### src/rtl/div_share_arbiter.sv
// Round-robin arbiter sharing one go/done divider among NREQ clients.
// Optional macro DIV_SHARE_ZERO_BYPASS_EN answers zero-divisor requests locally with div0_err.
module div_share_arbiter #(
    parameter int NREQ = 4,
    parameter int DD_W = 16,
    parameter int DV_W = 8,
    parameter int Q_W  = 8
) (
    input  logic                 clk,
    input  logic                 reset_L,
    input  logic [NREQ-1:0]      req,
    input  logic [NREQ*DD_W-1:0] dd_in,
    input  logic [NREQ*DV_W-1:0] dv_in,
    output logic [NREQ-1:0]      ack,
    output logic [Q_W-1:0]       rsp_q,
    output logic                 busy,
    output logic                 div_go,
    output logic [DD_W-1:0]      div_dd,
    output logic [DV_W-1:0]      div_dv,
    input  logic [Q_W-1:0]       div_q,
`ifdef DIV_SHARE_ZERO_BYPASS_EN
    output logic                 div0_err,
`endif
    input  logic                 div_done
);

    localparam int IDX_W = (NREQ > 1) ? $clog2(NREQ) : 1;

    typedef enum logic [2:0] {IDLE, LAUNCH, WAIT, RESP, RELEASE} state_t;

    state_t           state_reg, state_next;
    logic [IDX_W-1:0] rr_ptr_reg, rr_ptr_next;
    logic [IDX_W-1:0] gnt_idx_reg, gnt_idx_next;
    logic [DD_W-1:0]  dd_reg, dd_next;
    logic [DV_W-1:0]  dv_reg, dv_next;
    logic [Q_W-1:0]   q_reg, q_next;
`ifdef DIV_SHARE_ZERO_BYPASS_EN
    logic             zero_reg, zero_next;
`endif

    logic [DD_W-1:0]  dd_arr [NREQ];
    logic [DV_W-1:0]  dv_arr [NREQ];

    generate
        for (genvar gi = 0; gi < NREQ; gi++) begin : g_client
            assign dd_arr[gi] = dd_in[gi*DD_W +: DD_W];
            assign dv_arr[gi] = dv_in[gi*DV_W +: DV_W];
            assign ack[gi]    = (state_reg == RESP) && (gnt_idx_reg == IDX_W'(gi));
        end
    endgenerate

    // Scan from the farthest offset down so the nearest requester at/after rr_ptr wins.
    logic             win_found;
    logic [IDX_W-1:0] win_idx;
    int               cand;

    always_comb begin
        win_found = 1'b0;
        win_idx   = '0;
        cand      = 0;
        for (int k = NREQ - 1; k >= 0; k--) begin
            cand = int'(rr_ptr_reg) + k;
            if (cand >= NREQ) cand = cand - NREQ;
            if (req[IDX_W'(cand)]) begin
                win_found = 1'b1;
                win_idx   = IDX_W'(cand);
            end
        end
    end

    always_comb begin
        state_next   = state_reg;
        rr_ptr_next  = rr_ptr_reg;
        gnt_idx_next = gnt_idx_reg;
        dd_next      = dd_reg;
        dv_next      = dv_reg;
        q_next       = q_reg;
`ifdef DIV_SHARE_ZERO_BYPASS_EN
        zero_next    = zero_reg;
`endif
        case (state_reg)
            IDLE: begin
                if (win_found && div_done) begin
                    gnt_idx_next = win_idx;
`ifdef DIV_SHARE_ZERO_BYPASS_EN
                    if (dv_arr[win_idx] == '0) begin
                        q_next     = '0;
                        zero_next  = 1'b1;
                        state_next = RESP;
                    end else begin
                        dd_next    = dd_arr[win_idx];
                        dv_next    = dv_arr[win_idx];
                        zero_next  = 1'b0;
                        state_next = LAUNCH;
                    end
`else
                    dd_next    = dd_arr[win_idx];
                    dv_next    = dv_arr[win_idx];
                    state_next = LAUNCH;
`endif
                end
            end
            LAUNCH: state_next = WAIT;
            WAIT: begin
                if (div_done) begin
                    q_next     = div_q;
                    state_next = RESP;
                end
            end
            RESP: begin
                rr_ptr_next = (gnt_idx_reg == IDX_W'(NREQ - 1)) ? '0 : gnt_idx_reg + 1'b1;
                state_next  = RELEASE;
            end
            RELEASE: state_next = IDLE;
            default: state_next = IDLE;
        endcase
    end

    always_ff @(posedge clk) begin
        if (!reset_L) begin
            state_reg   <= IDLE;
            rr_ptr_reg  <= '0;
            gnt_idx_reg <= '0;
            dd_reg      <= '0;
            dv_reg      <= '0;
            q_reg       <= '0;
`ifdef DIV_SHARE_ZERO_BYPASS_EN
            zero_reg    <= 1'b0;
`endif
        end else begin
            state_reg   <= state_next;
            rr_ptr_reg  <= rr_ptr_next;
            gnt_idx_reg <= gnt_idx_next;
            dd_reg      <= dd_next;
            dv_reg      <= dv_next;
            q_reg       <= q_next;
`ifdef DIV_SHARE_ZERO_BYPASS_EN
            zero_reg    <= zero_next;
`endif
        end
    end

    // go is decoded from the state register so a reset drops it on the same edge.
    assign div_go = (state_reg == LAUNCH) || (state_reg == WAIT);
    assign busy   = (state_reg != IDLE);
    assign rsp_q  = q_reg;
    assign div_dd = dd_reg;
    assign div_dv = dv_reg;
`ifdef DIV_SHARE_ZERO_BYPASS_EN
    assign div0_err = (state_reg == RESP) && zero_reg;
`endif

endmodule

### config.mk
export PLATFORM = sky130hd
export DESIGN_NAME = div_share_arbiter
export DESIGN_NICKNAME = d
export VERILOG_FILES = /design/src/rtl/div_share_arbiter.sv
export SDC_FILE = /design/constraint.sdc
export NUM_CORES = 1
export LEC_CHECK = 0
export ABC_CLOCK_PERIOD_IN_PS = 2400
export BUFFER_PORTS_ARGS = -buffer_cell sky130_fd_sc_hd__buf_4
export CAP_MARGIN = 40
export CORE_ASPECT_RATIO = 1.25
export CORE_MARGIN = 5
export CORE_UTILIZATION = 40
export CTS_CLUSTER_DIAMETER = 200
export DETAILED_ROUTE_END_ITERATION = 7
export GPL_TIMING_DRIVEN = 0
export PLACE_DENSITY = 0.77
export SYNTH_ARGS = -nofsm -noshare
export SYNTH_HDL_FRONTEND = slang
export SYNTH_SLANG_ARGS = --single-unit
### constraint.sdc
create_clock -name clk -period 2.4 [get_ports clk]
set_input_delay 0.36 -clock clk [delete_from_list [all_inputs] [get_ports clk]]
set_output_delay 0.36 -clock clk [all_outputs]
set_load 0.01 [all_outputs]
==> flow_summary.json <==
{
  "drc": 0,
  "dpl.hpwl_microns": 5950,
  "gp_congestion": 0.790,
  "grt_max_degree": 12,
  "routed-via-count": 2225,
  "clock-root-buffer": "clkbuf_8",
  "worstReg2RegEnd": "div_dd[11]$_SDFFE_PN0P_",
  "status": "complete, no violations",
  "grt_pass1_wl_microns": 11400,
  "fin_cells": 435,
  "routed_wirelength_microns": 7270,
  "clk_latency_ns": 0.29,
  "grt_pass1_vias": 2306,
  "synth_top_area_cell": "dfxtp_1",
  "coreArea_sq_mm": 0.00544,
  "worstPathCellList": "nand2_1 > nor2_1 > and2_1 > buf_4",
  "critPathCaptureType": "primary output",
  "yosysSeqAreaShare_pct": 34.6,
  "timing.final.hold_violations": 0,
  "cts_setup_buffers": 0,
  "drt_iter0_markers": 106,
  "viasPerCell": 5.11,
  "ys_ff_latch": 39,
  "syn_to_final_growth_pct": 56.4,
  "timing.rr.start": "rr_ptr_reg[1]$_SDFFE_PN0P_",
  "layout_min_cycle_time_ns": 1.85,
  "dr.pass1.iters": 4,
  "power_density_mw_per_mm2": 469,
  "drive_above_1_share_pct": 50.7,
  "tightest_slew_ns": 0.586,
  "crit_required_ns": 2.04,
  "rsz0062_at_grt": "false",
  "cts_resized": 0,
  "start_util_pct": 41.4,
  "overflow": 0,
  "ir_drop_mv": 0.334,
  "fin_crit_sh_pct": 77.2,
  "setup_viol": 0,
  "diodes": 0,
  "synth_top_area_share_pct": 34.6,
  "p_leak_nw": 1.58,
  "synth_cells": 215,
  "place_area_sq_mm": 0.00345,
  "nNetsFinal": 485,
  "synth_nets": 330,
  "power_mw": 1.66,
  "grtUsageTotal_pct": 19.4,
  "synth.distinct_cells": 26,
  "ios": 149,
  "netlist_top_cells_area": "dfxtp_1, mux2i_1, o221ai_2",
  "dp_slack_ns": 0.437,
  "maxSlewViolCount": 0,
  "relSlewSlack_pct": 60.6,
  "syn_area_sq_mm": 0.00226,
  "fmax_mhz": 540,
  "slowest_delay_ns": 0.45,
  "async_flop_share_pct": 0,
  "clkTransAtPathRegs_ns": 0.07,
  "rr_worst_depth": 7,
  "die_x_microns": 77.2,
  "worstPathArrival_ns": 1.49,
  "cp-start-kind": "flip-flop",
  "antenna_found_initial": 0,
  "h-tree-depth": 2,
  "dp.cells": 427,
  "wl_per_cell_microns": 16.7,
  "clock_path_buffers": 2,
  "cp_max_fo": 7,
  "num_rows": 30,
  "synth_warnings": 0,
  "critPathKind": "reg -> out",
  "antenna_left": 0,
  "fillers": 478,
  "skew_ns": 0.00801,
  "synth_most_common_cell": "mux2i_1",
  "tns_ns": 0,
  "cts_buffers": 5,
  "io_buffers": 148,
  "avgSynthCellArea_sq_um": 10.5,
  "synth_edf_count": 0,
  "synth_common_cells": "mux2i_1, dfxtp_1, nand2_1, o221ai_2, nor2b_1",
  "cts_hold_buf": 0,
  "fin_area_sq_mm": 0.00353,
  "min_path_type": "in -> reg",
  "rrSetupSlack_ns": 0.65,
  "die-area_sq_mm": 0.00725,
  "largest_register_ffs": 16,
  "cts.sinks": 39,
  "synth-main-ff-cell": "dfxtp_1",
  "whs_path_depth": 3,
  "hold_start": "div_q[0]",
  "cts_tree": "yes",
  "hold_end": "rsp_q[0]$_SDFFE_PN0P_",
  "finalWorstSetupSlack_ns": 0.547,
  "die_h_microns": 94.0,
  "maxCapViolCount": 0,
  "slowest_stage": "dfxtp_1"
}
-- stage by stage --
step           util, %  hold slack, ns
2_1_floorplan        -           0.488
3_3_place_gp      63.3           0.447
3_5_place_dp      63.3           0.454
4_1_cts           64.8           0.317
5_1_grt           64.8           0.318
6_report          64.8           0.327
-- cells by family after synthesis --
family                     synth area share, %
muxes                                     26.6
xor gates and xnor gates                 0.388
adders and majority gates                 2.22
AOI/OAI and AO/OA                         16.3
and+or+nand+nor                           13.3
buffers and inverters                     6.66
DFF                                       34.6
-- worst max-delay path: cells and delay by family, from the launching register on --
kind / cells / cell delay [ns]
buffers and inverters: 1 / 0.12
flip-flops: 1 / 0.45
AND/OR/NAND/NOR: 3 / 0.64
-- worst max-delay path by stage --
stage / end / depth (start not counted) / startpoint / slack (ns)
after floorplan: div_dd[10]$_SDFFE_PN0P_ / 7 / req[0] / 0.85
after global placement: div_dd[6]$_SDFFE_PN0P_ / 6 / req[1] / 0.41
after detailed placement: div_dd[11]$_SDFFE_PN0P_ / 6 / req[1] / 0.44
after CTS: ack[2] / 4 / state_reg[1]$_SDFFE_PN0P_ / 0.51
after global routing: ack[2] / 4 / state_reg[1]$_SDFFE_PN0P_ / 0.35
final: ack[2] / 4 / state_reg[1]$_SDFFE_PN0P_ / 0.55
-- final cells by class --
type                       count  area, sq um  share of cell area [%]
buffer                        15          128                    3.62
clock buffer                   7         76.3                    2.16
clock inverter                 1         5.00                   0.142
inverter                       6         22.5                   0.638
multi-input combinational    155         1330                    37.6
sequential                    39          781                    22.1
tap                           64         80.1                    2.27
timing repair buffer         148         1110                    31.5
-- per-layer routing --
layer,vias up,track usage (%),part of all wire (%)
met5,-,0,0
met4,0,3.87,0.87
li1,1089,-,-
met2,94,34.3,52
met3,7,5.85,7.8
met1,1035,22.9,40
-- cell usage in the layout (no fill, tap or decap), types with 2 or more instances in the layout --
cell / Yosys / routed
buf_2: 3 / 3
nand2b_1: 3 / 3
a21oi_1: 4 / 4
mux2i_1: 60 / 60
nand2_1: 27 / 27
o221ai_1: 10 / 10
clkbuf_8: 0 / 5
ha_1: 4 / 4
dfxtp_1: 39 / 39
nor3b_2: 2 / 2
buf_4: 4 / 152
buf_6: 7 / 7
inv_1: 5 / 5
and2_1: 7 / 7
clkbuf_1: 1 / 3
nor2b_1: 13 / 13
nor2_1: 3 / 3
o221ai_2: 14 / 14
-- report_power, final --
group / leakage [nW] / internal, mW / switching, mW
clock: 0.0422 / 0.204 / 0.228
combinational: 1.22 / 0.292 / 0.206
sequential: 0.319 / 0.697 / 0.0298
Note: power is estimated with default switching activity, not from simulation.
